===== config.mk =====
export PLATFORM = sky130hd
export DESIGN_NAME = fadd_pipe
export DESIGN_NICKNAME = d
export VERILOG_FILES = /design/src/rtl/fadd_pipe.sv
export SDC_FILE = /design/constraint.sdc
export NUM_CORES = 1
export LEC_CHECK = 0
export ABC_AREA = 1
export BUFFER_PORTS_ARGS = -buffer_cell sky130_fd_sc_hd__buf_2
export CAP_MARGIN = 15
export CORE_MARGIN = 2
export CORE_UTILIZATION = 40
export DETAILED_ROUTE_END_ITERATION = 16
export PLACE_DENSITY = 0.66
export SYNTH_ARGS = -nofsm -noshare
export SYNTH_HDL_FRONTEND = slang
export SYNTH_SLANG_ARGS = --single-unit

===== constraint.sdc =====
create_clock -name clk -period 0.83 [get_ports clk]
set_input_delay 0.166 -clock clk [delete_from_list [all_inputs] [get_ports clk]]
set_output_delay 0.166 -clock clk [all_outputs]
set_load 0.05 [all_outputs]

===== src/rtl/fadd_pipe.sv =====
// rtl/fadd_pipe.sv - binary32 adder, round-to-nearest-even, one registered output stage
//
// Ports:
//   clk   rising-edge clock
//   rstn  asynchronous active-low reset (clears y and ovf)
//   x1    operand A, binary32
//   x2    operand B, binary32
//   y     registered sum x1 + x2, binary32
//   ovf   registered flag: finite operands overflowed to Inf
module fadd_pipe (
    input  logic        clk,
    input  logic        rstn,
    input  logic [31:0] x1,
    input  logic [31:0] x2,
    output logic [31:0] y,
    output logic        ovf
);

    logic [31:0] a, b;
    logic        a_nan, b_nan, a_inf, b_inf;
    logic [7:0]  ea, eb, d, lz, limit, shl;
    logic [4:0]  ds;
    logic [23:0] ma, mb;
    logic [49:0] wide;
    logic [26:0] la, sm, diff, m;
    logic [27:0] sum;
    logic        eff_sub, up;
    logic [9:0]  e10, efield;
    logic [32:0] r;
    logic [31:0] y_n;
    logic        ovf_n;

    always_comb begin
        // Larger magnitude goes first; the raw 31-bit magnitude field orders
        // correctly because exponent sits above fraction.
        if (x2[30:0] > x1[30:0]) begin
            a = x2;
            b = x1;
        end else begin
            a = x1;
            b = x2;
        end

        a_nan = (a[30:23] == 8'hFF) && (a[22:0] != 23'd0);
        b_nan = (b[30:23] == 8'hFF) && (b[22:0] != 23'd0);
        a_inf = (a[30:23] == 8'hFF) && (a[22:0] == 23'd0);
        b_inf = (b[30:23] == 8'hFF) && (b[22:0] == 23'd0);

        // Subnormals use effective exponent 1 with hidden bit 0.
        ea = (a[30:23] == 8'd0) ? 8'd1 : a[30:23];
        eb = (b[30:23] == 8'd0) ? 8'd1 : b[30:23];
        ma = {a[30:23] != 8'd0, a[22:0]};
        mb = {b[30:23] != 8'd0, b[22:0]};

        // Align: 24-bit significand + guard + round + sticky. Gaps beyond 26
        // leave only the sticky bit, so the shift amount is clamped.
        d    = ea - eb;
        ds   = (d > 8'd26) ? 5'd26 : d[4:0];
        wide = {mb, 26'd0} >> ds;
        sm   = {wide[49:24], |wide[23:0]};
        la   = {ma, 3'b000};

        eff_sub = a[31] ^ b[31];
        sum     = {1'b0, la} + {1'b0, sm};
        diff    = la - sm;

        lz = 8'd27;
        for (int i = 0; i < 27; i++) begin
            if (diff[i]) lz = 8'(26 - i);
        end
        // Normalisation stops at exponent 1; anything left unnormalised is subnormal.
        limit = ea - 8'd1;
        shl   = (lz > limit) ? limit : lz;

        if (eff_sub) begin
            m   = diff << shl;
            e10 = {2'b00, ea} - {2'b00, shl};
        end else if (sum[27]) begin
            m   = {sum[27:2], sum[1] | sum[0]};
            e10 = {2'b00, ea} + 10'd1;
        end else begin
            m   = sum[26:0];
            e10 = {2'b00, ea};
        end

        efield = m[26] ? e10 : 10'd0;

        // Ties to even. Adding the round bit to {exponent, fraction} lets a
        // mantissa carry bump the exponent, including subnormal -> 2^-126.
        up = m[2] & (m[1] | m[0] | m[3]);
        r  = {efield, m[25:3]} + 33'(up);

        ovf_n = 1'b0;
        if (r[32:23] >= 10'd255) begin
            y_n   = {a[31], 8'hFF, 23'd0};
            ovf_n = 1'b1;
        end else begin
            y_n = {a[31], r[30:0]};
        end

        // Exact cancellation of opposite signs is +0.
        if (eff_sub && (diff == 27'd0)) begin
            y_n = 32'd0;
        end

        if (a_nan || b_nan || (a_inf && b_inf && eff_sub)) begin
            y_n   = 32'h7FC00000;
            ovf_n = 1'b0;
        end else if (a_inf) begin
            y_n   = a;
            ovf_n = 1'b0;
        end else if (b_inf) begin
            y_n   = b;
            ovf_n = 1'b0;
        end
    end

    always_ff @(posedge clk or negedge rstn) begin
        if (!rstn) begin
            y   <= 32'd0;
            ovf <= 1'b0;
        end else begin
            y   <= y_n;
            ovf <= ovf_n;
        end
    end

endmodule


# After elaboration in Yosys (flattened, before gate mapping)
# Index checks and enable logic that the tools add are counted.
[op_classes]
reduce_logical = 19
shifts = 2
eq_ne = 2
n_addsub = 7
bitwise = 5
magnitude_cmp = 4
mux = 47
[ops]
columns = ["operator", "count"]
rows = [
  ["$mux W8", 29],
  ["$mux W32", 6],
  ["$mux W27", 2],
  ["$shr A50 B5 Y50", 1],
  ["$logic_not A23 Y1", 2],
  ["$reduce_bool A23 Y1", 2],
  ["$add A33 B1 Y33", 1],
  ["$gt A31 B31 Y1", 1],
  ["$mux W31", 1],
  ["$add A27 B27 Y28", 1],
  ["$logic_not A27 Y1", 1],
  ["$shl A27 B8 Y27", 1],
  ["$sub A27 B27 Y27", 1],
  ["$reduce_or A24 Y1", 1],
  ["$mux W10", 2],
  ["$eq A8 B8 Y1 const B", 2],
  ["$logic_not A8 Y1", 2],
  ["$reduce_bool A8 Y1", 2],
  ["$ge A10 B8 Y1 const B", 1],
  ["$add A8 B1 Y9 const B", 1],
  ["$mux W9", 1],
  ["$sub A8 B8 Y9", 1],
  ["$gt A8 B5 Y1 const B", 1],
  ["$gt A8 B8 Y1", 1],
  ["other kinds (9)", 22],
]
[totals]
ff_bits = 33
output_inout_bits = 33
in_bits = 66
elab_cells = 88

# Depth between registers and ports, before layout
[logic_depth]
ltp_word = 51
ltp_mapped = 120
ltp_nobuf = 116

# Worst setup path before layout
# Ideal clock, no wire load.
[synth_timing]
path_type = "input -> register"
from = "in x1[14]"
to = "reg y[22]"
t_required_ns = 0.696
t_arrival_ns = 11.617
slack_ns = -10.921
setup_time_ns = 0.134
n_path_buf = 6
path_stages = 91
cell_sequence = "inv_1 -> ha_1 -> nand2_1 -> nor2_1 -> inv_2 -> nor2_2 -> nand4_2 -> nand2_2 -> buf_2 -> clkbuf_1 -> clkbuf_1 -> nand2_1 -> o21ai_0 -> nor2_1 -> nand4_1 -> nand2_1 -> inv_1 -> ha_1 -> [... 55 more ...] -> nor2_1 -> nor2_1 -> o21bai_1 -> a21oi_1 -> o21ai_0 -> nand2_1 -> nor2_1 -> inv_1 -> nor3_1 -> nand3_1 -> nor2_2 -> xnor2_1 -> inv_2 -> nand2_4 -> inv_4 -> buf_6 -> nand3_1 -> nand2_1"
[synth_via]
elab_chain_len = 51
elab_cells_between_ends = 82
cone_classes = "add/sub: 7; order compare: 4; eq/ne: 2; shift: 2; mux: 43; bitwise: 5; reduce/logical: 19"
[synth_rtl]
columns = ["item", "line_no", "text"]
rows = [
  ["from (decl)", "13", "input logic [31:0] x1,"],
  ["$gt A31 B31 Y1", "36", "if (x2[30:0] > x1[30:0]) begin"],
  ["$mux W32", "36", ""],
  ["$logic_not A8 Y1 (on tied branches)", "50, 51", ""],
  ["$mux W8 (on tied branches)", "50, 51", ""],
  ["$sub A8 B8 Y8", "57", "d = ea - eb;"],
  ["$gt A8 B5 Y1", "58", "ds = (d > 8'd26) ? 5'd26 : d[4:0];"],
  ["$mux W5", "58", ""],
  ["$shr A50 B5 Y50", "59", "wide = {mb, 26'd0} >> ds;"],
  ["[... 36 more ...]", "n/a", ""],
  ["$add A33 B1 Y33", "91", "r = {efield, m[25:3]} + 33'(up);"],
  ["$ge A10 B8 Y1", "94", "if (r[32:23] >= 10'd255) begin"],
  ["$mux W31", "94", ""],
  ["$mux W32", "102", "if (eff_sub && (diff == 27'd0)) begin"],
  ["$mux W32", "112", "end else if (b_inf) begin"],
  ["$mux W32", "109", "end else if (a_inf) begin"],
  ["$mux W32 *", "106", "if (a_nan || b_nan || (a_inf && b_inf && eff_sub)) begin"],
  ["via y_n[22]", "30", "logic [31:0] y_n;"],
  ["to (signal assigned)", "123", "y <= y_n;"],
  ["to (decl)", "15", "output logic [31:0] y,"],
]
# Mark *: on every way through the listed nets, which the timed path passes. The rest lies on a longest branch.

# Worst setup path after layout
[layout_timing]
from = "in x2[14]"
to = "reg y[28]"
[layout_via]
elab_chain_len = 51
elab_cells_between_ends = 82
cone_classes = "add/sub: 7; order compare: 4; eq/ne: 2; shift: 2; mux: 43; bitwise: 5; reduce/logical: 19"
[layout_rtl]
columns = ["item", "line_no", "text"]
rows = [
  ["from (decl)", "14", "input logic [31:0] x2,"],
  ["$gt A31 B31 Y1", "36", ""],
  ["$mux W32", "36", ""],
  ["$logic_not A8 Y1 (on tied branches)", "50, 51", ""],
  ["$mux W8 (on tied branches)", "50, 51", ""],
  ["$sub A8 B8 Y8", "57", ""],
  ["$gt A8 B5 Y1", "58", ""],
  ["$mux W5", "58", ""],
  ["$shr A50 B5 Y50", "59", ""],
  ["[... 36 more ...]", "n/a", ""],
  ["$add A33 B1 Y33", "91", ""],
  ["$ge A10 B8 Y1", "94", ""],
  ["$mux W31", "94", ""],
  ["$mux W32", "102", ""],
  ["$mux W32", "112", ""],
  ["$mux W32", "109", ""],
  ["$mux W32 *", "106", ""],
  ["via y_n[28]", "30", ""],
]
# Marked as above.

==> reports/metrics.sh <==
STATUS='finished with violations'
FAILED_CHECKS='setup timing'
CP_MAX_FO=7
NUMBER_OF_MAXIMUM_CAPACITANCE_VIOLATIONS=0
DPL-INSTANCE-AREA_UM2=18200
CLOCK_TREE.HTREE_LEVEL_COUNT=2
POST-SYNTH-TOP-AREA-CELL='sky130_fd_sc_hd__nand2_1'
SETUP_VIOLATIONS=66
DETAILROUTE.VIA_COUNT=18700
COREAREA_UM2=30500
GRT.TOTAL_USAGE_PCT=30.7
DETAIL_ROUTE.WIRELENGTH.MET1_UM=21700
DIE_H_UM=180
SYNTH_EDF_COUNT=0
FINAL_MAX_SLEW_VIOL_COUNT=0
WL_MET3_UM=3650
TIMING.FINAL.CRIT_PERIOD_NS=11.36
1ST_PASS_ROUTER_ITERATIONS=8
DRT_ITER0_MARKERS=1696
SYNTHTOLAYOUTAREAGROWTH_PCT=70.6
NETLIST_INSTANCES=2288
SYNTH_TOP_CELL_AREA_SHARE_PCT=19.6
SYN_AVG_CELL_AREA_UM2=5.40
CELLLEAKAGEPOWER_nW=11.1
DRIVE_ABOVE_1_SHARE_PCT=42.4
TOP_SIGNAL_LAYER_USED='met4'
SLEW-LIMIT-HEADROOM_PCT=47.1
CELL_CLASS_CONTRIBUTING_THE_BIGGEST_SHARE_OF_WORST_PATH_DELAY='simple AND/OR/NAND/NOR gates'
WORSTSETUPPATHTYPE='input port to flip-flop'
SYNTH-SEQ-CELLS=33
INITIAL_UTILIZATION_PCT=40.5
POSTLAYOUTSETUPSLACKWORST_NS=-10.53
YOSYS.CELL_COUNT.TOP_TYPE='sky130_fd_sc_hd__nand2_1'
SYNTH_CELL_TYPES=63
WORST_PIN_SLEW_NS=0.793
YOSYS-TOP-CELLS-AREA='sky130_fd_sc_hd__nand2_1 (20%), sky130_fd_sc_hd__nand3_1 (17%), sky130_fd_sc_hd__ha_1 (10%), sky130_fd_sc_hd__inv_1 (8.1%), sky130_fd_sc_hd__dfrtp_1 (6.7%)'
GRT_MAX_DEGREE=92
ROUTED-WL-MET2_UM=26900
NUM_ROWS=64
DETAILED_PLACE_HPWL_UM=42900
DIE_AREA_UM2=32300
WORST_HOLD_PATH_CLASS='input port to asynchronous set/reset pin'
HOLD_VIOL=0
YS_ASYNC_SR_FRACTION_PCT=100
CRIT_ARRIVAL_NS=11.56
CP-END-KIND='flip-flop'
SYNTH_COMMON_CELLS='sky130_fd_sc_hd__nand2_1 (646), sky130_fd_sc_hd__nand3_1 (424), sky130_fd_sc_hd__inv_1 (266), sky130_fd_sc_hd__nor2_1 (187), sky130_fd_sc_hd__ha_1 (102)'
GRT_ANTENNA_BEFORE_REPAIR=0
PLACEMENT.SETUP.WORST_SLACK_NS=-10.77
POST-ROUTE-DRC-COUNT=0
FINALHOLDWORSTSLACK_NS=0.373
WORST_EP_REQUIRED_TIME_NS=1.04
SYNTH_WARNINGS=0
ROUTED_VIA_DENSITY=5.49
PORTBUFFERS=98
TIMING.CRITICAL_PATH.BUF_INV=24
MAX_FREQ_MHz=88.0
SYNTH_AREA_UM2=12300
SWITCHING_POWER_W=0.0295
CLOCK_POWER_SHARE_PCT=3.9
DESIGN.PORTCOUNT=99
POWER_DENSITY_nW_PER_UM2=2580
FIN_NETS=3178
PWR-SHARE-SEQ_PCT=5.1
TIMING.CRITICAL_PATH.SLOWEST_CELL_DELAY_NS=0.38
ROUTE.DETAILED.WL_PER_INST_UM=16.5
YOSYS_MOST_USED_DFF='sky130_fd_sc_hd__dfrtp_1'
RSZ_0062_RAISED_AFTER_GLOBAL_ROUTING='yes'
PLACE.GP.CONGESTION=1.01
FINAL.PERIOD_UTILIZATION_PCT=1370
CLOCK-SINKS=33
CRIT_PATH_MOST_REPEATED_CELL='sky130_fd_sc_hd__nand2_1'
POSTROUTEANTENNANETS=0
HORIZONTAL_EXTENT_OF_THE_DIE_UM=180
NUMBER_OF_GLOBAL_ROUTE_VIAS_BEFORE_REPAIR=17100
CTS.ROOT.BUFFER_CELL='sky130_fd_sc_hd__clkbuf_16'
SWITCHING_SHARE_PCT=54.4
STDCELL_AREA_UM2=21100
CTS_INSERTED_BUFFERS=5
TRITONCTS_CLOCK_TREE='yes'
CLK_PATH_BUF_DEPTH=2
P_INT_W=0.0248
NUM_ANTENNA_CELLS=0
TIMING.CRITICAL_PATH.FROM_TYPE='input port'
CLK_TRANSITION_REPORTED_PATHS_NS=0.05
TIMING.CRITICAL_PATH.SLOWEST_STAGE_CELL='sky130_fd_sc_hd__fa_2'
GR-TOTAL-OVERFLOW=0
FIRST_PASS_GRT_WIRE_LENGTH_UM=83100
SEQ_AREA_FRAC_SYNTH_PCT=6.69
DRT_WL_TOTAL_UM=56100
FILLERS=2500
PEAKVDDDROP_uV=1530
P_COMB_SHARE_PCT=91.0
through the flow:
stage               power (W)  cells  utilization (%)  TNS, ns
floorplan              0.0273   2290                -  -318.76
CTS                    0.0488   3350             62.9  -329.53
global route           0.0583   3404             69.0  -365.51
global placement       0.0440   3297             59.6  -339.22
finish                 0.0544   3404             69.0  -346.15
detailed placement     0.0445   3297             59.6  -349.53
how the worst max path moves through the flow:
stage | end | cells past startpoint | slack [ns] | from
3_3_place_gp | y[23]$_DFF_PN0_ | 93 | -10.42 | x2[28]
3_5_place_dp | y[23]$_DFF_PN0_ | 93 | -10.77 | x1[28]
5_1_grt | y[1]$_DFF_PN0_ | 105 | -11.11 | x1[11]
2_1_floorplan | y[22]$_DFF_PN0_ | 100 | -9.83 | x1[19]
4_1_cts | y[20]$_DFF_PN0_ | 94 | -9.98 | x1[27]
6_report | y[28]$_DFF_PN0_ | 100 | -10.53 | x2[14]
layout make-up:
type                            instances  area [um2]  share of cell area (%)
Clock inverter                          1        30.0                   0.143
Clock buffer                            7         143                   0.677
Sequential cell                        33         826                    3.92
Inverter                              304        1190                    5.64
Tap cell                              396         495                    2.35
Multi-Input combinational cell       1855       11800                    56.1
Timing Repair Buffer                  808        6560                    31.1
metal layers:
metal	global-route usage (%)	vias up
met5	0	-
met4	14.5	0
met3	2.84	273
met2	55.0	939
met1	36.8	8477
li1	-	8990
logic make-up after synthesis:
kind of cell    synth area share [%]
simple gates                    52.5
buf+inv                         13.5
xor+xnor                        4.16
compound gates                  12.3
other cells                   0.0304
flops                           6.69
fa+ha+maj                       10.8
timing repair:
item | 4_1_cts | 5_1_grt
pin swaps | 39 | 104
buffers inserted | 43 | 49
gates cloned | 1 | 6
hold buffers | 1 | 0
endpoints found under the hold margin | 33 | 0
endpoints found under the setup margin | 66 | 66
gates resized for setup | 130 | 319
flip-flops by register name (all words and copies together), names as in the netlist:
| register | cells |
|---|---|
| ovf | 1 |
| y | 32 |
layout by cell type, fill, tap and decap left out, types with 10 or more instances in the layout:
cell type                   synthesis  final
sky130_fd_sc_hd__nand2_4            5     19
sky130_fd_sc_hd__o21ai_0           67     47
sky130_fd_sc_hd__nor2_2            11     36
sky130_fd_sc_hd__xor2_2             3     11
sky130_fd_sc_hd__nand2_1          646    554
sky130_fd_sc_hd__buf_2             41     54
sky130_fd_sc_hd__a21oi_2            5     23
sky130_fd_sc_hd__o21ai_1           21     19
sky130_fd_sc_hd__ha_1             102     64
sky130_fd_sc_hd__nand4_1           58     58
sky130_fd_sc_hd__nor2_4             2     16
sky130_fd_sc_hd__o21ai_4            0     11
sky130_fd_sc_hd__nand3_1          424    351
sky130_fd_sc_hd__buf_4             13    661
sky130_fd_sc_hd__inv_2             27     56
sky130_fd_sc_hd__ha_4               0     36
sky130_fd_sc_hd__inv_1            266    227
sky130_fd_sc_hd__nand3_2            4     64
sky130_fd_sc_hd__nor3_1            30     25
sky130_fd_sc_hd__nand3_4            1     14
sky130_fd_sc_hd__nand2_2           15     92
sky130_fd_sc_hd__nor2_1           187    148
sky130_fd_sc_hd__xor2_1            47     36
sky130_fd_sc_hd__buf_6              6     63
sky130_fd_sc_hd__o22ai_1           21     21
sky130_fd_sc_hd__clkbuf_16          0     11
sky130_fd_sc_hd__o21ai_2            5     16
sky130_fd_sc_hd__inv_4              2     10
sky130_fd_sc_hd__buf_12             0     22
sky130_fd_sc_hd__dfrtp_1           33     33
sky130_fd_sc_hd__a21oi_1           93     75
power by group through the flow:
stage / sequential [W] / combinational (W) / clock, W
global placement: 0.00255 / 0.0414 / 0
global route: 0.00283 / 0.0533 / 0.00224
detailed placement: 0.00256 / 0.0419 / 0
finish: 0.00275 / 0.0495 / 0.00211
CTS: 0.00275 / 0.0439 / 0.00216
floorplan: 0.00536 / 0.0219 / 0
(Power assumes the default switching activity.)
